==> config.mk <==
export PLATFORM = sky130hd
export DESIGN_NAME = me_run_sequencer
export DESIGN_NICKNAME = d
export VERILOG_FILES = /design/src/rtl/me_run_sequencer.sv
export SDC_FILE = /design/constraint.sdc
export NUM_CORES = 1
export LEC_CHECK = 0
export BUFFER_PORTS_ARGS = -buffer_cell sky130_fd_sc_hd__buf_2
export CAP_MARGIN = 20
export CORE_ASPECT_RATIO = 1.2
export CORE_UTILIZATION = 31
export DETAILED_ROUTE_END_ITERATION = 16
export PLACE_DENSITY = 0.46
export SYNTH_ARGS = -nofsm -noshare
export SYNTH_HDL_FRONTEND = slang
export SYNTH_SLANG_ARGS = --single-unit
==> constraint.sdc <==
create_clock -name clk -period 5.3 [get_ports clk]
set_clock_uncertainty 0.15 [all_clocks]
set_input_delay 0.265 -clock clk [delete_from_list [all_inputs] [get_ports clk]]
set_output_delay 0.265 -clock clk [all_outputs]
set_load 0.01 [all_outputs]
==> src/rtl/me_run_sequencer.sv <==
// ---------------------------------------------------------------------------
// me_run_sequencer: debounced button control of the ME core req/ack handshake,
// with per-run latency capture into a circular result history.   Rev 1.0
// ---------------------------------------------------------------------------
`default_nettype none

module me_run_sequencer #(
  parameter int CNT_WIDTH       = 12,
  parameter int SAD_WIDTH       = 16,
  parameter int CYC_WIDTH       = 24,
  parameter int HIST_DEPTH      = 8,
  parameter int DEBOUNCE_CYCLES = 100000,
  parameter int TIMEOUT_CYCLES  = 2**20
) (
  input  logic                          RSTN,
  input  logic                          clk,
  input  logic                          sw_start_n,
  input  logic                          sw_stop_n,
  input  logic                          sw_mode_n,
  output logic                          me_req,
  input  logic                          me_ack,
  input  logic [CNT_WIDTH-1:0]          me_min_cnt,
  input  logic [SAD_WIDTH-1:0]          me_min_sad,
  input  logic [$clog2(HIST_DEPTH)-1:0] hist_sel,
  output logic [CNT_WIDTH-1:0]          hist_cnt,
  output logic [SAD_WIDTH-1:0]          hist_sad,
  output logic [CYC_WIDTH-1:0]          hist_cyc,
  output logic [$clog2(HIST_DEPTH):0]   hist_fill,
  output logic [15:0]                   run_count,
  output logic                          busy,
  output logic                          mode_cont,
  output logic                          err_timeout,
  output logic                          hist_wrapped
);

  localparam int c_HW  = $clog2(HIST_DEPTH);
  localparam int c_DBW = $clog2(DEBOUNCE_CYCLES) + 1;
  localparam logic [CYC_WIDTH-1:0] c_TO_LAST = CYC_WIDTH'(TIMEOUT_CYCLES - 1);

  typedef enum logic [1:0] {
    S_IDLE    = 2'd0,
    S_RUN     = 2'd1,
    S_RELEASE = 2'd2
  } state_t;

  logic [2:0] w_raw;
  logic [2:0] w_press;
  assign w_raw = {sw_mode_n, sw_stop_n, sw_start_n};

  for (genvar gi = 0; gi < 3; gi++) begin : g_btn
    logic             r_s1, r_s2, r_db, r_pulse;
    logic [c_DBW-1:0] r_cnt;
    // Debounced level idles high; a pulse marks only its falling transition.
    always_ff @(posedge clk or negedge RSTN) begin
      if (!RSTN) begin
        r_s1    <= 1'b1;
        r_s2    <= 1'b1;
        r_db    <= 1'b1;
        r_pulse <= 1'b0;
        r_cnt   <= '0;
      end else begin
        r_s1    <= w_raw[gi];
        r_s2    <= r_s1;
        r_pulse <= 1'b0;
        if (r_s2 == r_db) begin
          r_cnt <= '0;
        end else if (r_cnt == c_DBW'(DEBOUNCE_CYCLES - 1)) begin
          r_db    <= r_s2;
          r_cnt   <= '0;
          r_pulse <= r_db;
        end else begin
          r_cnt <= r_cnt + 1'b1;
        end
      end
    end
    assign w_press[gi] = r_pulse;
  end

  logic w_start, w_stop, w_mode;
  assign w_start = w_press[0];
  assign w_stop  = w_press[1];
  assign w_mode  = w_press[2];

  state_t                 r_state, w_state_nxt;
  logic                   r_req, w_req_nxt;
  logic                   r_stop_pend, w_pend_nxt;
  logic [CYC_WIDTH-1:0]   r_cyc;
  logic                   r_err, r_mode, r_wrapped;
  logic [15:0]            r_runs;
  logic [c_HW-1:0]        r_wr_ptr;
  logic [c_HW:0]          r_fill;
  logic                   w_capture, w_cyc_clr, w_cyc_inc, w_to_set, w_to_clr;

  always_comb begin
    w_state_nxt = r_state;
    w_req_nxt   = r_req;
    w_pend_nxt  = r_stop_pend;
    w_capture   = 1'b0;
    w_cyc_clr   = 1'b0;
    w_cyc_inc   = 1'b0;
    w_to_set    = 1'b0;
    w_to_clr    = 1'b0;
    case (r_state)
      S_IDLE: begin
        w_req_nxt = 1'b0;
        // Holding off while ack is still high keeps req from rising into it.
        if (w_start && !w_stop && !me_ack) begin
          w_state_nxt = S_RUN;
          w_req_nxt   = 1'b1;
          w_cyc_clr   = 1'b1;
          w_to_clr    = 1'b1;
        end
      end
      S_RUN: begin
        if (w_stop) begin
          w_req_nxt   = 1'b0;
          w_pend_nxt  = 1'b1;
          w_state_nxt = S_RELEASE;
        end else if (me_ack) begin
          w_capture   = 1'b1;
          w_req_nxt   = 1'b0;
          w_state_nxt = S_RELEASE;
        end else if (r_cyc == c_TO_LAST) begin
          w_to_set    = 1'b1;
          w_req_nxt   = 1'b0;
          w_state_nxt = S_RELEASE;
        end else begin
          w_cyc_inc = 1'b1;
        end
      end
      S_RELEASE: begin
        w_req_nxt = 1'b0;
        if (w_stop) w_pend_nxt = 1'b1;
        if (!me_ack) begin
          w_pend_nxt = 1'b0;
          if (r_mode && !r_stop_pend && !w_stop && !r_err) begin
            w_state_nxt = S_RUN;
            w_req_nxt   = 1'b1;
            w_cyc_clr   = 1'b1;
          end else begin
            w_state_nxt = S_IDLE;
          end
        end
      end
      default: begin
        w_state_nxt = S_IDLE;
        w_req_nxt   = 1'b0;
        w_pend_nxt  = 1'b0;
      end
    endcase
  end

  always_ff @(posedge clk or negedge RSTN) begin
    if (!RSTN) begin
      r_state     <= S_IDLE;
      r_req       <= 1'b0;
      r_stop_pend <= 1'b0;
      r_cyc       <= '0;
      r_err       <= 1'b0;
      r_mode      <= 1'b0;
    end else begin
      r_state     <= w_state_nxt;
      r_req       <= w_req_nxt;
      r_stop_pend <= w_pend_nxt;
      r_mode      <= r_mode ^ w_mode;
      if (w_cyc_clr)                      r_cyc <= '0;
      else if (w_cyc_inc && r_cyc != '1)  r_cyc <= r_cyc + 1'b1;
      if (w_to_clr)      r_err <= 1'b0;
      else if (w_to_set) r_err <= 1'b1;
    end
  end

  logic [CNT_WIDTH-1:0] r_h_cnt [HIST_DEPTH];
  logic [SAD_WIDTH-1:0] r_h_sad [HIST_DEPTH];
  logic [CYC_WIDTH-1:0] r_h_cyc [HIST_DEPTH];

  always_ff @(posedge clk or negedge RSTN) begin
    if (!RSTN) begin
      for (int i = 0; i < HIST_DEPTH; i++) begin
        r_h_cnt[i] <= '0;
        r_h_sad[i] <= '0;
        r_h_cyc[i] <= '0;
      end
      r_wr_ptr  <= '0;
      r_fill    <= '0;
      r_wrapped <= 1'b0;
      r_runs    <= '0;
    end else if (w_capture) begin
      r_h_cnt[r_wr_ptr] <= me_min_cnt;
      r_h_sad[r_wr_ptr] <= me_min_sad;
      r_h_cyc[r_wr_ptr] <= r_cyc;
      r_wr_ptr          <= r_wr_ptr + 1'b1;
      r_runs            <= r_runs + 16'd1;
      if (r_fill == (c_HW+1)'(HIST_DEPTH)) r_wrapped <= 1'b1;
      else                                 r_fill    <= r_fill + 1'b1;
    end
  end

  // Index 0 is the newest entry, i.e. the slot just behind the write pointer.
  logic [c_HW-1:0]      w_rd_idx;
  logic [CNT_WIDTH-1:0] r_rd_cnt;
  logic [SAD_WIDTH-1:0] r_rd_sad;
  logic [CYC_WIDTH-1:0] r_rd_cyc;
  assign w_rd_idx = r_wr_ptr - c_HW'(1) - hist_sel;

  always_ff @(posedge clk or negedge RSTN) begin
    if (!RSTN) begin
      r_rd_cnt <= '0;
      r_rd_sad <= '0;
      r_rd_cyc <= '0;
    end else if ({1'b0, hist_sel} < r_fill) begin
      r_rd_cnt <= r_h_cnt[w_rd_idx];
      r_rd_sad <= r_h_sad[w_rd_idx];
      r_rd_cyc <= r_h_cyc[w_rd_idx];
    end else begin
      r_rd_cnt <= '0;
      r_rd_sad <= '0;
      r_rd_cyc <= '0;
    end
  end

  assign me_req       = r_req;
  assign busy         = (r_state != S_IDLE);
  assign mode_cont    = r_mode;
  assign err_timeout  = r_err;
  assign hist_wrapped = r_wrapped;
  assign hist_fill    = r_fill;
  assign run_count    = r_runs;
  assign hist_cnt     = r_rd_cnt;
  assign hist_sad     = r_rd_sad;
  assign hist_cyc     = r_rd_cyc;

endmodule

`default_nettype wire

After elaboration in Yosys (flattened, before gate mapping):

Cells that the tools add are included.

* add/subtract/negate cells: 9
* $lt $le $gt $ge: 4
* equal/unequal tests: 14
* mux-type cells: 67
* bitwise gates (word level): 7
* reductions and logical operators: 21

Operators by type and width (number)
* $bwmux W192: 1
* $mux W24: 6
* $bwmux W128: 1
* $mux W18: 6
* $bwmux W96: 1
* $bmux W24 S3: 1
* $demux W24 S3: 1
* $mux W16: 4
* $add A18 B1 Y18 const B: 3
* $eq A18 B17 Y1 const B: 3
* $bmux W16 S3: 1
* $demux W16 S3: 1
* $mux W12: 4
* $bmux W12 S3: 1
* $demux W12 S3: 1
* $mux W1: 29
* $add A24 B1 Y24 const B: 1
* $eq A24 B20 Y1 const B: 1
* $ne A24 B24 Y1 const B: 1
* $add A16 B1 Y16 const B: 1
* $mux W2: 5
* $reduce_and A2 Y1: 5
* $ge A4 B4 Y1 const B: 2
* $not A3 Y4: 2
* 22 further kinds: 40

* bits in registers: 588
* input port bits: 37
* output and inout port bits: 77
* logic and storage cells: 174

Depth between registers and ports, before layout:

* word-level depth: 8
* gate-level depth with buffers: 9
* mapped depth without buffers: 7

Worst setup path before layout:

Ideal clock, no wire load.

* kind: reg2reg
* start: register r_wr_ptr[0]
* end: register r_rd_cnt[11], in the netlist hist_cnt[11]
* library setup time: 0.140 ns
* data arrival time: 2.305 ns
* required time: 5.010 ns
* setup slack: 2.705 ns
* cell stages (with the launch flop): 9
* path buffers: 3
* clock period less this slack: 2.595 ns
* cells stage by stage: dfrtp_1 > ha_1 > fa_1 > clkbuf_1 > buf_1 > clkbuf_1 > mux4_2 > nand2_1 > a21oi_1

* longest elaborated chain between the ends: 7

RTL lines
* start: declaration: line 90 `logic [c_HW-1:0] r_wr_ptr;`
* start signal: assignment: line 192 `r_wr_ptr <= r_wr_ptr + 1'b1;`
* $sub A3 B1 Y3: line 204 `assign w_rd_idx = r_wr_ptr - c_HW'(1) - hist_sel;`
* $sub A3 B3 Y3: line 204
* $not A3 Y4 (implied by the code): line 212 `r_rd_cnt <= r_h_cnt[w_rd_idx];`
* $bmux W12 S3: line 212
* $mux W12 (implied by the code) (2 in a row): line 212
* $mux W12: line 211 `end else if ({1'b0, hist_sel} < r_fill) begin`
* end signal: assignment: line 212
* end: declaration: line 201 `logic [CNT_WIDTH-1:0] r_rd_cnt;`

No other way between the ends. The select of a mux whose other input is x is not followed.
A chain may end at the register's enable or synchronous reset.

Worst setup path after layout:

* start: register r_wr_ptr[0]
* end: register r_rd_cyc[14], in the netlist hist_cyc[14]

* longest elaborated chain between the ends: 7

RTL lines
* $sub A3 B1 Y3: line 204
* $sub A3 B3 Y3: line 204
* $not A3 Y4 (implied by the code): line 214 `r_rd_cyc <= r_h_cyc[w_rd_idx];`
* $bmux W24 S3: line 214
* $mux W24 (implied by the code) (2 in a row): line 214
* $mux W24: line 211
* end signal: assignment: line 214
* end: declaration: line 203 `logic [CYC_WIDTH-1:0] r_rd_cyc;`

No other way between the ends. The select of a mux whose other input is x is not followed.

==> metrics <==
area growth from synthesis to layout=17.3%; startpoint types=flip-flop; Hold Path Class=primary input to asynchronous set/reset pin; full die area=84200 sq um; net count after synthesis=approximately 1900; Yosys warning count=0; Worst R2R Setup Slack=2000 ps; most frequent cells in the layout=579 x dfrtp_1, 321 x mux2_2, 153 x nand2_1; unrepaired setup endpoints after global routing=no; pwr/cell area=roughly 310 nW/um^2; CTS resizes=0; TNS Setup=0 ps; Syn Area/Cell=14.0 sq um; pre-CTS setup slack=1870 ps; Mapped Area=about 26000 sq um; crit path max fanout=40; maximum clock frequency=approximately 0.30 GHz; fraction of final layout cells sized beyond drive strength 1=0.349; worst setup slack after layout=2000 ps; Top FF cell, synth=dfrtp_1; hpwl dp=between 30 and 40 mm; total gr overflow=0; sequential fraction of the synthesis area=0.572; Final Hold Vio Count=0; setup violators final=0; Antenna Cells=0; Non-Filler Instances=3113; Starting Density=0.313; Post-Place Cells=2957; vias post-DR=15100; TritonRoute pass-1 iters=4; first-pass GRT wire length=99.8 mm; vias in the first global route=16500; register area=14700 sq um; DRC=0; CTS tree=built; Clock Tree Root=clkbuf_16; Synth Instances=about 1800; Layout fillers=7867; Leak=14.4 nW; most common cell after layout, fill and taps aside=dfrtp_1; Final period util=0.623; WS Path Type=flip-flop to flip-flop; GRT Total Usage=0.153; WP data required=roughly 5600 ps; FP Rows=115; post-synth cell types=50; IO Port Bufs=about 110; clk_lat worst skew=620 ps; die width=265 um; largest net degree at the start of global routing=153; max cap viols=0; final hold slack=around 130 ps; max-slew violation count=0; clock slew at reported path FFs=60 ps; Worst Tran Pin Value=1050 ps; Worst Path Arrival=3600 ps; CTS H-tree depth=3; status=finished clean; chip height=318 um; antenna-violating nets left=0; Placeable Area=82200 sq um; Worst setup EP type=flip-flop; final net count=approximately 2000; max_slew headroom=0.300; Sink Count=588; clock buffer depth=3; FFs w/ async S/R, synth=1.00; I/O pin cnt=114; number of vias per cell=4.86; initial antenna violation count=0; Post-CTS Setup Repair Bufs=0; Seq cells post-synth=between 500 and 600; starting DRC count in detailed routing=around 900; Final Routed Wirelength=61.8 mm; WL/cell=19.9 um; area of the multi-input gates=10500 sq um; Final Cell Area=30200 sq um; worst IR drop on VDD=0.172 mV; Overall Power=9.52 mW; Core Util, Final=0.368; dpl cell area=27600 sq um; hold buffers post-CTS=33; minimum clock period=3300 ps; final RePlAce weighted congestion=0.739; count of flip-flops with a built-in enable after synthesis=0; CTS buffer count=69
## power breakdown
| group | leakage (nW) | switching (mW) | internal [mW] | total (mW) |
|---|---|---|---|---|
| sequential | 8.17 | 0.00721 | 4.50 | 4.51 |
| combinational | 5.10 | 0.214 | 0.0841 | 0.298 |
| clock | 1.11 | 1.89 | 2.83 | 4.71 |
| total | 14.4 | 2.11 | 7.41 | 9.52 |
## state kept, by name, indices dropped and copies added (netlist names)
register       cells
g_btn.r_s1         3
g_btn.r_pulse      3
me_req             1
hist_fill          4
r_h_cyc          192
hist_sad          16
hist_cyc          24
r_h_cnt           96
r_wr_ptr           3
r_h_sad          128
g_btn.r_db         3
r_state            2
g_btn.r_cnt       54
g_btn.r_s2         3
run_count         16
hist_wrapped       1
r_cyc             24
mode_cont          1
r_stop_pend        1
err_timeout        1
hist_cnt          12
## worst max-delay path, stage by stage, from the launching register on
cell	delay, ps
dfrtp_1	510
ha_4	220
fa_4	1260
buf_4	460
mux4_2	350
nand2_1	80
a21oi_1	70
## kinds of logic (layout without fill, tap and decap cells)
family / count (synthesis) / count (layout) / share of synthesized area
flip-flops: 588 / 588 / 0.572
multiplexers: 526 / 526 / 0.275
AND/OR/NAND/NOR: 366 / 366 / 0.0673
buffers and inverters: 146 / 313 / 0.0242
AO/OA/AOI/OAI: 108 / 108 / 0.0244
XOR/XNOR: 85 / 85 / 0.0289
adder cells (fa/ha/maj): 16 / 16 / 0.00806
## cell type report
class,count,share of cell area
Clock buffer,106,0.0694
Sequential cell,588,0.487
Inverter,18,0.00224
Tap cell,1111,0.0460
Multi-Input combinational cell,1101,0.348
Timing Repair Buffer,173,0.0415
Clock inverter,16,0.00555
## path summary, 6_finish.rpt
kind                                from       endpoint  depth (start not counted)
max                          r_wr_ptr[0]   hist_cyc[14]                          6
min                                 RSTN    hist_cnt[5]                          2
max reg2reg                  r_wr_ptr[0]   hist_cyc[14]                          6
min reg2reg                g_btn[2].r_s1  g_btn[2].r_s2                          0
max in group asynchronous           RSTN   r_h_cyc[138]                          3
min in group clk               sw_stop_n  g_btn[1].r_s1                          2
## cells in the mapped netlist (all sizes together), types with 2 or more instances
cell type | instances | area, sq um
a211o | 2 | 17.5
a211oi | 3 | 27.5
a21oi | 76 | 380
a41o | 2 | 20.0
and3 | 6 | 37.5
and3b | 4 | 35.0
and4 | 12 | 105
buf | 58 | 294
clkbuf | 70 | 263
dfrtp | 579 | 14500
dfstp | 9 | 236
ha | 15 | 188
inv | 18 | 67.6
mux2 | 421 | 4740
mux4 | 104 | 2340
nand2 | 154 | 578
nand3 | 33 | 165
nand4 | 27 | 169
nor2 | 80 | 300
nor3 | 11 | 55.1
nor3b | 3 | 37.5
nor4 | 7 | 43.8
o21ai | 9 | 56.3
o31ai | 7 | 52.6
or2 | 4 | 25.0
or3 | 9 | 56.3
or4 | 13 | 97.6
xnor2 | 44 | 385
xor2 | 41 | 359
## metal layers
layer  part of all wire  vias up  global-route usage
met5                  0        -                   0
met4              0.026        0              0.0538
met3              0.038       91              0.0251
met2               0.49      257               0.253
met1               0.45     7966               0.203
li1                   -     6829                   -
(Power assumes the default switching activity.)
